**src/rtl/uart_debug_arbiter.sv**
```systemverilog
// Round-robin, packet-locked sharing of one UART transmitter between N_SRC byte sources.
// Define SRC_TAG_EN to send a tag byte (ID_BASE + source index) ahead of each granted packet.
module uart_debug_arbiter #(
    parameter int         N_SRC        = 3,
    parameter logic [7:0] ID_BASE      = 8'hF0,
    parameter int         BUSY_TIMEOUT = 4,
    parameter int         HOLD_TIMEOUT = 1024
) (
    input  logic                 clk,
    input  logic                 rst_n,
    input  logic [N_SRC-1:0]     req_valid,
    input  logic [8*N_SRC-1:0]   req_data,
    input  logic [N_SRC-1:0]     req_last,
    output logic [N_SRC-1:0]     req_ready,
    output logic [N_SRC-1:0]     grant,
    output logic [7:0]           uart_data,
    output logic                 uart_valid,
    input  logic                 uart_busy,
    output logic                 lock_abort
);
    localparam int IW = (N_SRC > 1) ? $clog2(N_SRC) : 1;
    localparam int BW = (BUSY_TIMEOUT > 1) ? $clog2(BUSY_TIMEOUT) : 1;
    localparam int HW = (HOLD_TIMEOUT > 1) ? $clog2(HOLD_TIMEOUT) : 1;
    localparam logic [BW-1:0] BUSY_LAST = BW'((BUSY_TIMEOUT > 1) ? BUSY_TIMEOUT - 1 : 0);
    localparam logic [HW-1:0] HOLD_LAST = HW'((HOLD_TIMEOUT > 1) ? HOLD_TIMEOUT - 1 : 0);
    localparam bit            HOLD_EN   = (HOLD_TIMEOUT != 0);
`ifdef SRC_TAG_EN
    localparam bit            TAG_EN    = 1'b1;
`else
    localparam bit            TAG_EN    = 1'b0;
`endif

    typedef enum logic [1:0] {
        S_IDLE       = 2'd0,
        S_HOLD       = 2'd1,
        S_WAIT_START = 2'd2,
        S_WAIT_DONE  = 2'd3
    } state_t;

    state_t            state_r, state_s;
    logic [IW-1:0]     ptr_r, ptr_s;
    logic [IW-1:0]     owner_r, owner_s;
    logic [IW-1:0]     win_s;
    logic              last_r, last_s;
    logic [BW-1:0]     busy_cnt_r, busy_cnt_s;
    logic [HW-1:0]     hold_cnt_r, hold_cnt_s;
    logic [N_SRC-1:0]  grant_r, grant_s;
    logic [N_SRC-1:0]  ready_r, ready_s;
    logic [7:0]        data_r, data_s;
    logic              valid_r, valid_s;
    logic              abort_r, abort_s;

    function automatic logic [IW-1:0] inc_mod(input logic [IW-1:0] idx);
        logic [IW-1:0] r;
        if (idx == IW'(N_SRC - 1)) begin
            r = {IW{1'b0}};
        end else begin
            r = idx + IW'(1'b1);
        end
        return r;
    endfunction

    function automatic logic [N_SRC-1:0] onehot(input logic [IW-1:0] idx);
        logic [N_SRC-1:0] r;
        r = {N_SRC{1'b0}};
        r[idx] = 1'b1;
        return r;
    endfunction

    // First requester found scanning start, start+1, ... modulo N_SRC.
    function automatic logic [IW-1:0] rr_pick(input logic [IW-1:0] start,
                                              input logic [N_SRC-1:0] vld);
        logic [IW-1:0] idx;
        logic [IW-1:0] sel;
        logic          found;
        idx   = start;
        sel   = start;
        found = 1'b0;
        for (int k = 0; k < N_SRC; k++) begin
            if (!found && vld[idx]) begin
                sel   = idx;
                found = 1'b1;
            end else begin
                sel   = sel;
            end
            idx = inc_mod(idx);
        end
        return sel;
    endfunction

    // Next-state and next-output logic; pulse outputs default low every cycle.
    always_comb begin
        state_s    = state_r;
        ptr_s      = ptr_r;
        owner_s    = owner_r;
        last_s     = last_r;
        busy_cnt_s = busy_cnt_r;
        hold_cnt_s = hold_cnt_r;
        grant_s    = grant_r;
        data_s     = data_r;
        valid_s    = 1'b0;
        ready_s    = {N_SRC{1'b0}};
        abort_s    = 1'b0;
        win_s      = rr_pick(ptr_r, req_valid);
        case (state_r)
            S_IDLE: begin
                if ((|req_valid) && !uart_busy) begin
                    owner_s    = win_s;
                    grant_s    = onehot(win_s);
                    valid_s    = 1'b1;
                    busy_cnt_s = {BW{1'b0}};
                    state_s    = S_WAIT_START;
                    if (TAG_EN) begin
                        data_s = ID_BASE + 8'(win_s);
                        last_s = 1'b0;
                    end else begin
                        data_s  = req_data[8*int'(win_s) +: 8];
                        ready_s = onehot(win_s);
                        last_s  = req_last[win_s];
                    end
                end else begin
                    state_s = S_IDLE;
                end
            end
            S_HOLD: begin
                if (req_valid[owner_r] && !uart_busy) begin
                    data_s     = req_data[8*int'(owner_r) +: 8];
                    valid_s    = 1'b1;
                    ready_s    = onehot(owner_r);
                    last_s     = req_last[owner_r];
                    busy_cnt_s = {BW{1'b0}};
                    hold_cnt_s = {HW{1'b0}};
                    state_s    = S_WAIT_START;
                end else if (HOLD_EN && (hold_cnt_r == HOLD_LAST)) begin
                    abort_s    = 1'b1;
                    grant_s    = {N_SRC{1'b0}};
                    ptr_s      = inc_mod(owner_r);
                    hold_cnt_s = {HW{1'b0}};
                    state_s    = S_IDLE;
                end else begin
                    hold_cnt_s = hold_cnt_r + HW'(1'b1);
                end
            end
            S_WAIT_START: begin
                // A transmitter that never raises busy is treated as having sent the byte.
                if (uart_busy || (busy_cnt_r == BUSY_LAST)) begin
                    state_s = S_WAIT_DONE;
                end else begin
                    busy_cnt_s = busy_cnt_r + BW'(1'b1);
                end
            end
            S_WAIT_DONE: begin
                if (!uart_busy) begin
                    if (last_r) begin
                        grant_s = {N_SRC{1'b0}};
                        ptr_s   = inc_mod(owner_r);
                        state_s = S_IDLE;
                    end else begin
                        hold_cnt_s = {HW{1'b0}};
                        state_s    = S_HOLD;
                    end
                end else begin
                    state_s = S_WAIT_DONE;
                end
            end
            default: begin
                grant_s = {N_SRC{1'b0}};
                state_s = S_IDLE;
            end
        endcase
    end

    // State and output registers; reset drops any in-flight byte and lock.
    always_ff @(posedge clk or negedge rst_n) begin
        if (!rst_n) begin
            state_r    <= S_IDLE;
            ptr_r      <= {IW{1'b0}};
            owner_r    <= {IW{1'b0}};
            last_r     <= 1'b0;
            busy_cnt_r <= {BW{1'b0}};
            hold_cnt_r <= {HW{1'b0}};
            grant_r    <= {N_SRC{1'b0}};
            ready_r    <= {N_SRC{1'b0}};
            data_r     <= 8'h00;
            valid_r    <= 1'b0;
            abort_r    <= 1'b0;
        end else begin
            state_r    <= state_s;
            ptr_r      <= ptr_s;
            owner_r    <= owner_s;
            last_r     <= last_s;
            busy_cnt_r <= busy_cnt_s;
            hold_cnt_r <= hold_cnt_s;
            grant_r    <= grant_s;
            ready_r    <= ready_s;
            data_r     <= data_s;
            valid_r    <= valid_s;
            abort_r    <= abort_s;
        end
    end

    assign req_ready  = ready_r;
    assign grant      = grant_r;
    assign uart_data  = data_r;
    assign uart_valid = valid_r;
    assign lock_abort = abort_r;

endmodule

```
**config.mk**
```make
export PLATFORM = sky130hd
export DESIGN_NAME = uart_debug_arbiter
export DESIGN_NICKNAME = d
export VERILOG_FILES = /design/src/rtl/uart_debug_arbiter.sv
export SDC_FILE = /design/constraint.sdc
export NUM_CORES = 1
export LEC_CHECK = 0
export ABC_CLOCK_PERIOD_IN_PS = 2500
export BUFFER_PORTS_ARGS = -buffer_cell sky130_fd_sc_hd__buf_2
export CORE_UTILIZATION = 40
export CTS_CLUSTER_SIZE = 12
export DETAILED_ROUTE_END_ITERATION = 8
export GPL_TIMING_DRIVEN = 0
export HOLD_SLACK_MARGIN = 0.12
export REMOVE_ABC_BUFFERS = 1
export SYNTH_ARGS = -nofsm -noshare
export SYNTH_HDL_FRONTEND = slang
export SYNTH_SLANG_ARGS = --single-unit
export TNS_END_PERCENT = 5
```
**constraint.sdc**
```tcl
create_clock -name clk -period 2.5 [get_ports clk]
set_input_delay 0.75 -clock clk [delete_from_list [all_inputs] [get_ports clk]]
set_output_delay 0.75 -clock clk [all_outputs]
set_load 0.01 [all_outputs]
```
* After elaboration in Yosys (flattened, before gate mapping)
Cells that the tools add are included.
** Word-level totals
- Register bits after elaboration :: 35
- Output and inout bits :: 16
** Cells by class
- Add/subtract/negate cells :: 5
- Equal/unequal tests :: 18
- Shift-type cells :: 2
- Order comparisons :: 7
- Reductions and logical operators :: 23
- Muxes and demuxes :: 65
** Operators with widths (number)
- 24-bit by 6-bit indexed part select with 8-bit output :: 2
- 10-bit two-way mux :: 4
- 2-bit two-way mux :: 17
- 3-bit two-way mux :: 7
- 10-bit one-hot mux with 2 select lines :: 1
- 1-bit two-way mux :: 18
- 2-bit inequality test (second input constant) :: 9
- 8-bit two-way mux :: 2
- 8-bit one-hot mux with 2 select lines :: 1
- 2-bit by 3-bit < comparator with 1-bit output (second input constant) :: 5
- 1-bit binary-select mux with 2-bit select :: 6
- 2-bit == test (second input constant) :: 6
- 10-bit by 1-bit adder with 10-bit output (second input constant) :: 1
- 10-bit == test (second input constant) :: 1
- 3-bit one-hot mux with 3 select lines :: 1
- 2-bit by 1-bit adder with 2-bit output (second input constant) :: 4
- 2-bit one-hot mux with 4 select lines :: 1
- 1-bit logical AND :: 6
- 2-bit one-hot mux with 3 select lines :: 1
- 3-bit one-hot mux with 2 select lines :: 1
- 3-bit AND reduction :: 2
- 6-bit AND reduction :: 1
- 3-bit nonzero test :: 2
- 5-bit AND reduction :: 1
- 13 further kinds :: 20

* Logic depth before layout (Yosys ltp)
- Word-level depth :: 15
- Depth in mapped cells :: 7
- Gate-level depth less buffers :: 6

* Worst setup path after synthesis
No wires, ideal clock.
- Path kind :: input port to flip-flop
- Start :: input port req_valid[2]
- End :: register data_r[0], in the netlist uart_data[0]
- Setup slack :: 0.307 ns
- Cell stages on the path :: 5
- Buffers on the path :: 1
- Data required time :: 2.367 ns
- Arrival time :: 2.060 ns
- Library setup time :: 0.133 ns
- Cell sequence :: buf_2 > and3b_4 > o41ai_4 > mux2i_1 > o21ai_2
** Between the ends
- Word-level cells in the longest chain between the ends :: 12
** RTL lines
- start, declared :: line 11 : input logic [N_SRC-1:0] req_valid,
- 1-bit binary-select mux with 2-bit select :: line 80 : if (!found && vld[idx]) begin
- 1-bit two-way mux (implied by the code) :: line 80
- 1-bit two-way mux :: line 80
- 1-bit zero test :: line 80
- 1-bit logical AND :: line 80
- 1-bit two-way mux :: line 80
- 1-bit zero test :: line 80
- 1-bit logical AND :: line 80
- 2-bit two-way mux :: line 80
- 24-bit by 6-bit indexed part select with 8-bit output :: line 117 : data_s = req_data[8*int'(win_s) +: 8];
- 8-bit two-way mux :: line 107 : if ((|req_valid) && !uart_busy) begin
- 8-bit one-hot mux with 2 select lines :: line 105 : case (state_r)
- end signal, assigned :: line 196 : data_r <= data_s;
- end, declared :: line 49 : logic [7:0] data_r, data_s;
Several ways; a longest one is shown, not always the timed one. The select of a mux whose other input is x is not followed.
A chain may end at the register's enable or synchronous reset.

* Worst setup path in the final report
- Start :: register hold_cnt_r[0]
- End :: register ptr_r[0]
** Between the ends
- Word-level cells in the longest chain between the ends :: 3
** RTL lines
- start, declared :: line 46 : logic [HW-1:0] hold_cnt_r, hold_cnt_s;
- start signal, assigned :: line 181 : hold_cnt_r <= {HW{1'b0}};
- start signal, assigned :: line 193 : hold_cnt_r <= hold_cnt_s;
- 10-bit == test :: line 134 : end else if (HOLD_EN && (hold_cnt_r == HOLD_LAST)) begin
- 2-bit inequality test (no line)
- 5-bit AND reduction (no line)
- end signal, assigned :: line 177 : ptr_r <= {IW{1'b0}};
- end signal, assigned :: line 189 : ptr_r <= ptr_s;
- end, declared :: line 41 : logic [IW-1:0] ptr_r, ptr_s;
Every way passes these cells.

==> flow_metrics.env <==
export IMPL_synth_xor_area_share=0.02703
export IMPL_yosys_area_share_simple=0.1982
export IMPL_finalSetupViolCount=0
export IMPL_hold_buffers=0
export IMPL_power_per_cell_area_nw_per_um2=1081
export IMPL_drt_iter0_markers=64
export IMPL_min_path_type="reg2reg"
export IMPL_met2_length_um=1854
export IMPL_synth_distinct_cells=50
export IMPL_grt_pass1_wl_um=7141
export IMPL_cp_arrival_ps=2510
export IMPL_top_layer="met4"
export IMPL_rrSetupSlack_ps=160
export IMPL_gp_congestion=0.8884
export IMPL_nets=281
export IMPL_fmax_mhz=426.9
export IMPL_yosys_mux_area_fraction=0.07915
export IMPL_cts_root_buf="clkbuf_8"
export IMPL_synth_top_area_frac=0.4505
export IMPL_worstMarginPinSlew_ps=780.2
export IMPL_placedInstanceArea_sq_um=2218
export IMPL_grt_usage=0.1774
export IMPL_grt_pass1_vias=1541
export IMPL_cts_tree="done"
export IMPL_rows=25
export IMPL_antenna_found_initial=0
export IMPL_io_buffer_count=48
export IMPL_cts_path_max_buffers=2
export IMPL_syn_to_final_growth_pct=19.43
export IMPL_crit_type="reg2reg"
export IMPL_post_route_period_util=0.9370
export IMPL_rsz0062_at_grt="false"
export IMPL_crit_required_ps=2670
export IMPL_relSlewSlack=0.4799
export IMPL_cap_violations=0
export IMPL_io_pins=49
export IMPL_fin_ws_ps=157.6
export IMPL_syn_area_sq_um=1944
export IMPL_worstSetupStartpointType="flop"
export IMPL_core_sq_um=4692
export IMPL_drv_slew=0
export IMPL_clock_latency_ps=290
export IMPL_final_cell_count_no_fill=301
export IMPL_final_area_sq_um=2322
export IMPL_clock_skew_ps=8.405
export IMPL_dp_cells=293
export IMPL_endpoint_kind="flop"
export IMPL_drive_above_1_share=0.2834
export IMPL_grt_overflow_total=0
export IMPL_cts_resized=0
export IMPL_htree_levels=2
export IMPL_ys_top_cells_by_area="dfrtp_1 (45%), mux2i_1 (6.2%), nor2_1 (3.9%)"
export IMPL_tns_ps=0
export IMPL_rr_startpoint="hold_cnt_r[0]"
export IMPL_multiInputGateArea_sq_um=1020
export IMPL_synth_top_cells_by_count="dfrtp_1 (35), nor2_1 (20), nand2_1 (19), mux2i_1 (12)"
export IMPL_wl_met3_um=238
export IMPL_drt_first_pass_iters=5
export IMPL_holdCritStartpoint="grant[2]"
export IMPL_syn_inst=199
export IMPL_synth_most_common_cell="dfrtp_1"
export IMPL_yosysWarnings=0
export IMPL_vias_per_cell=5.465
export IMPL_initial_core_util=0.4144
export IMPL_drc_errors=0
export IMPL_die_w_um=71.72
export IMPL_finalHoldViolCount=0
export IMPL_ys_seq_area_frac=0.4505
export IMPL_ant_nets=0
export IMPL_p_leak_nw=1.096
export IMPL_synthAdderAreaFrac=0.01287
export IMPL_routed_wl_um=4181
export IMPL_fin_crit_ps=2342
export IMPL_cts_made_buffers=5
export IMPL_yosys_most_used_dff="dfrtp_1"
export IMPL_worstHoldPathCells=1
export IMPL_die_area_sq_um=5144
export IMPL_min_to="grant[2]"
export IMPL_ys_ff_latch=35
export IMPL_r2r_end="ptr_r[0]"
export IMPL_cts_sinks=35
export IMPL_dp_hpwl_um=3026
export IMPL_cts_setup_buffers=0
export IMPL_avgSynthCellArea_sq_um=9.771
export IMPL_synth_area_leader_cell="dfrtp_1"
export IMPL_die_y_um=71.72
export IMPL_status="complete, no violations"
export IMPL_n_fill_cell=458
export IMPL_vias=1645
export IMPL_insertedDiodeCount=0
export IMPL_avgRoutedWirePerCell_um=13.89
export IMPL_worst_path_max_fanout=4
export IMPL_grt_max_degree=36
export IMPL_synth_edff_count=0
export IMPL_wl_met1_um=2031
export IMPL_r2r_cells=6
export IMPL_synth_compound_area_frac=0.2053
export IMPL_clkTransAtPathRegs_ps=70
export IMPL_async_flop_share=1.000
export IMPL_regArea_sq_um=875.8
export IMPL_synth_top_family_by_area="compound AO/OA/AOI/OAI gates"
export IMPL_power_total_w=0.002510
export IMPL_peakVddDrop_mv=0.4090
export IMPL_preCtsSetupSlack_ps=-84.64
## sequential cells by signal, summed over array words and instances, names as in the netlist
register    flops
uart_valid      1
last_r          1
busy_cnt_r      2
lock_abort      1
req_ready       3
state_r         2
uart_data       8
ptr_r           2
owner_r         2
hold_cnt_r     10
grant           3
## routing by layer
metal / global-route usage / up-vias
li1: - / 827
met1: 0.2377 / 755
met2: 0.2778 / 57
met3: 0.04923 / 6
met4: 0.05882 / 0
met5: 0 / -
## cells by family after synthesis
kind of cell               after synthesis
DFF                                     35
buffers and inverters                   13
muxes                                   15
adders and majority gates                2
and+or+nand+nor                         74
AOI/OAI and AO/OA                       54
xor gates and xnor gates                 6
## where the power goes
group          switching, W  internal (W)
Sequential         0.000225      0.000762
Clock              0.000195      0.000251
Combinational      0.000586      0.000491
## metrics by stage
stage / utilization / hold WS [ps]
4_1_cts: 0.4941 / 497.4
6_report: 0.4949 / 493.1
3_3_place_gp: 0.4728 / 472.3
5_1_grt: 0.4949 / 529.5
2_1_floorplan: - / 454.4
3_5_place_dp: 0.4728 / 479.8
## critical path, cell delays in order, from the launching register on
cell     delay (ps)
dfrtp_1         380
ha_1            170
nand3_1         120
nor3_1          420
nand3_1         220
o31ai_1         510
mux2_2          400
## cell type report
class                           count  area share
Sequential cell                    35      0.3772
Multi-Input combinational cell    151      0.4391
Tap cell                           54     0.02909
Clock buffer                        8     0.04310
Timing Repair Buffer               48      0.1034
Inverter                            5    0.008082
## worst max-delay path by stage
stage,start,endpoint,slack [ps],cells after the start
after floorplan,req_valid[0],last_r,430,4
after global placement,req_valid[1],last_r,-110,6
after detailed placement,req_valid[1],last_r,-80,6
after CTS,hold_cnt_r[0],ptr_r[0],140,6
after global routing,hold_cnt_r[0],ptr_r[0],0.4,6
final,hold_cnt_r[0],ptr_r[0],160,6
## layout by cell type, fill, tap and decap left out, types with 2 or more instances in the layout
cell | Yosys | routed
buf_2 | 3 | 48
dfrtp_1 | 35 | 35
nor2_1 | 20 | 20
nand2_1 | 19 | 19
mux2i_1 | 12 | 12
o21ai_1 | 8 | 8
nand3_1 | 8 | 8
a22oi_1 | 8 | 8
clkbuf_8 | 0 | 7
o21ai_0 | 6 | 6
inv_1 | 5 | 5
nor3_1 | 4 | 4
nand2b_1 | 4 | 4
xnor2_1 | 4 | 4
a21oi_1 | 5 | 4
o31ai_1 | 3 | 3
nand4b_1 | 3 | 3
mux2_2 | 3 | 3
o21ba_2 | 2 | 2
o22ai_1 | 2 | 2
nand3b_1 | 2 | 2
and3b_2 | 2 | 2
a31oi_1 | 2 | 2
nor4_1 | 2 | 2
a22o_1 | 2 | 2
nand4_1 | 2 | 2
xor2_1 | 2 | 2
nor2b_1 | 2 | 2
o211ai_1 | 2 | 2
ha_1 | 2 | 2
Note: power is estimated with default switching activity, not from simulation.
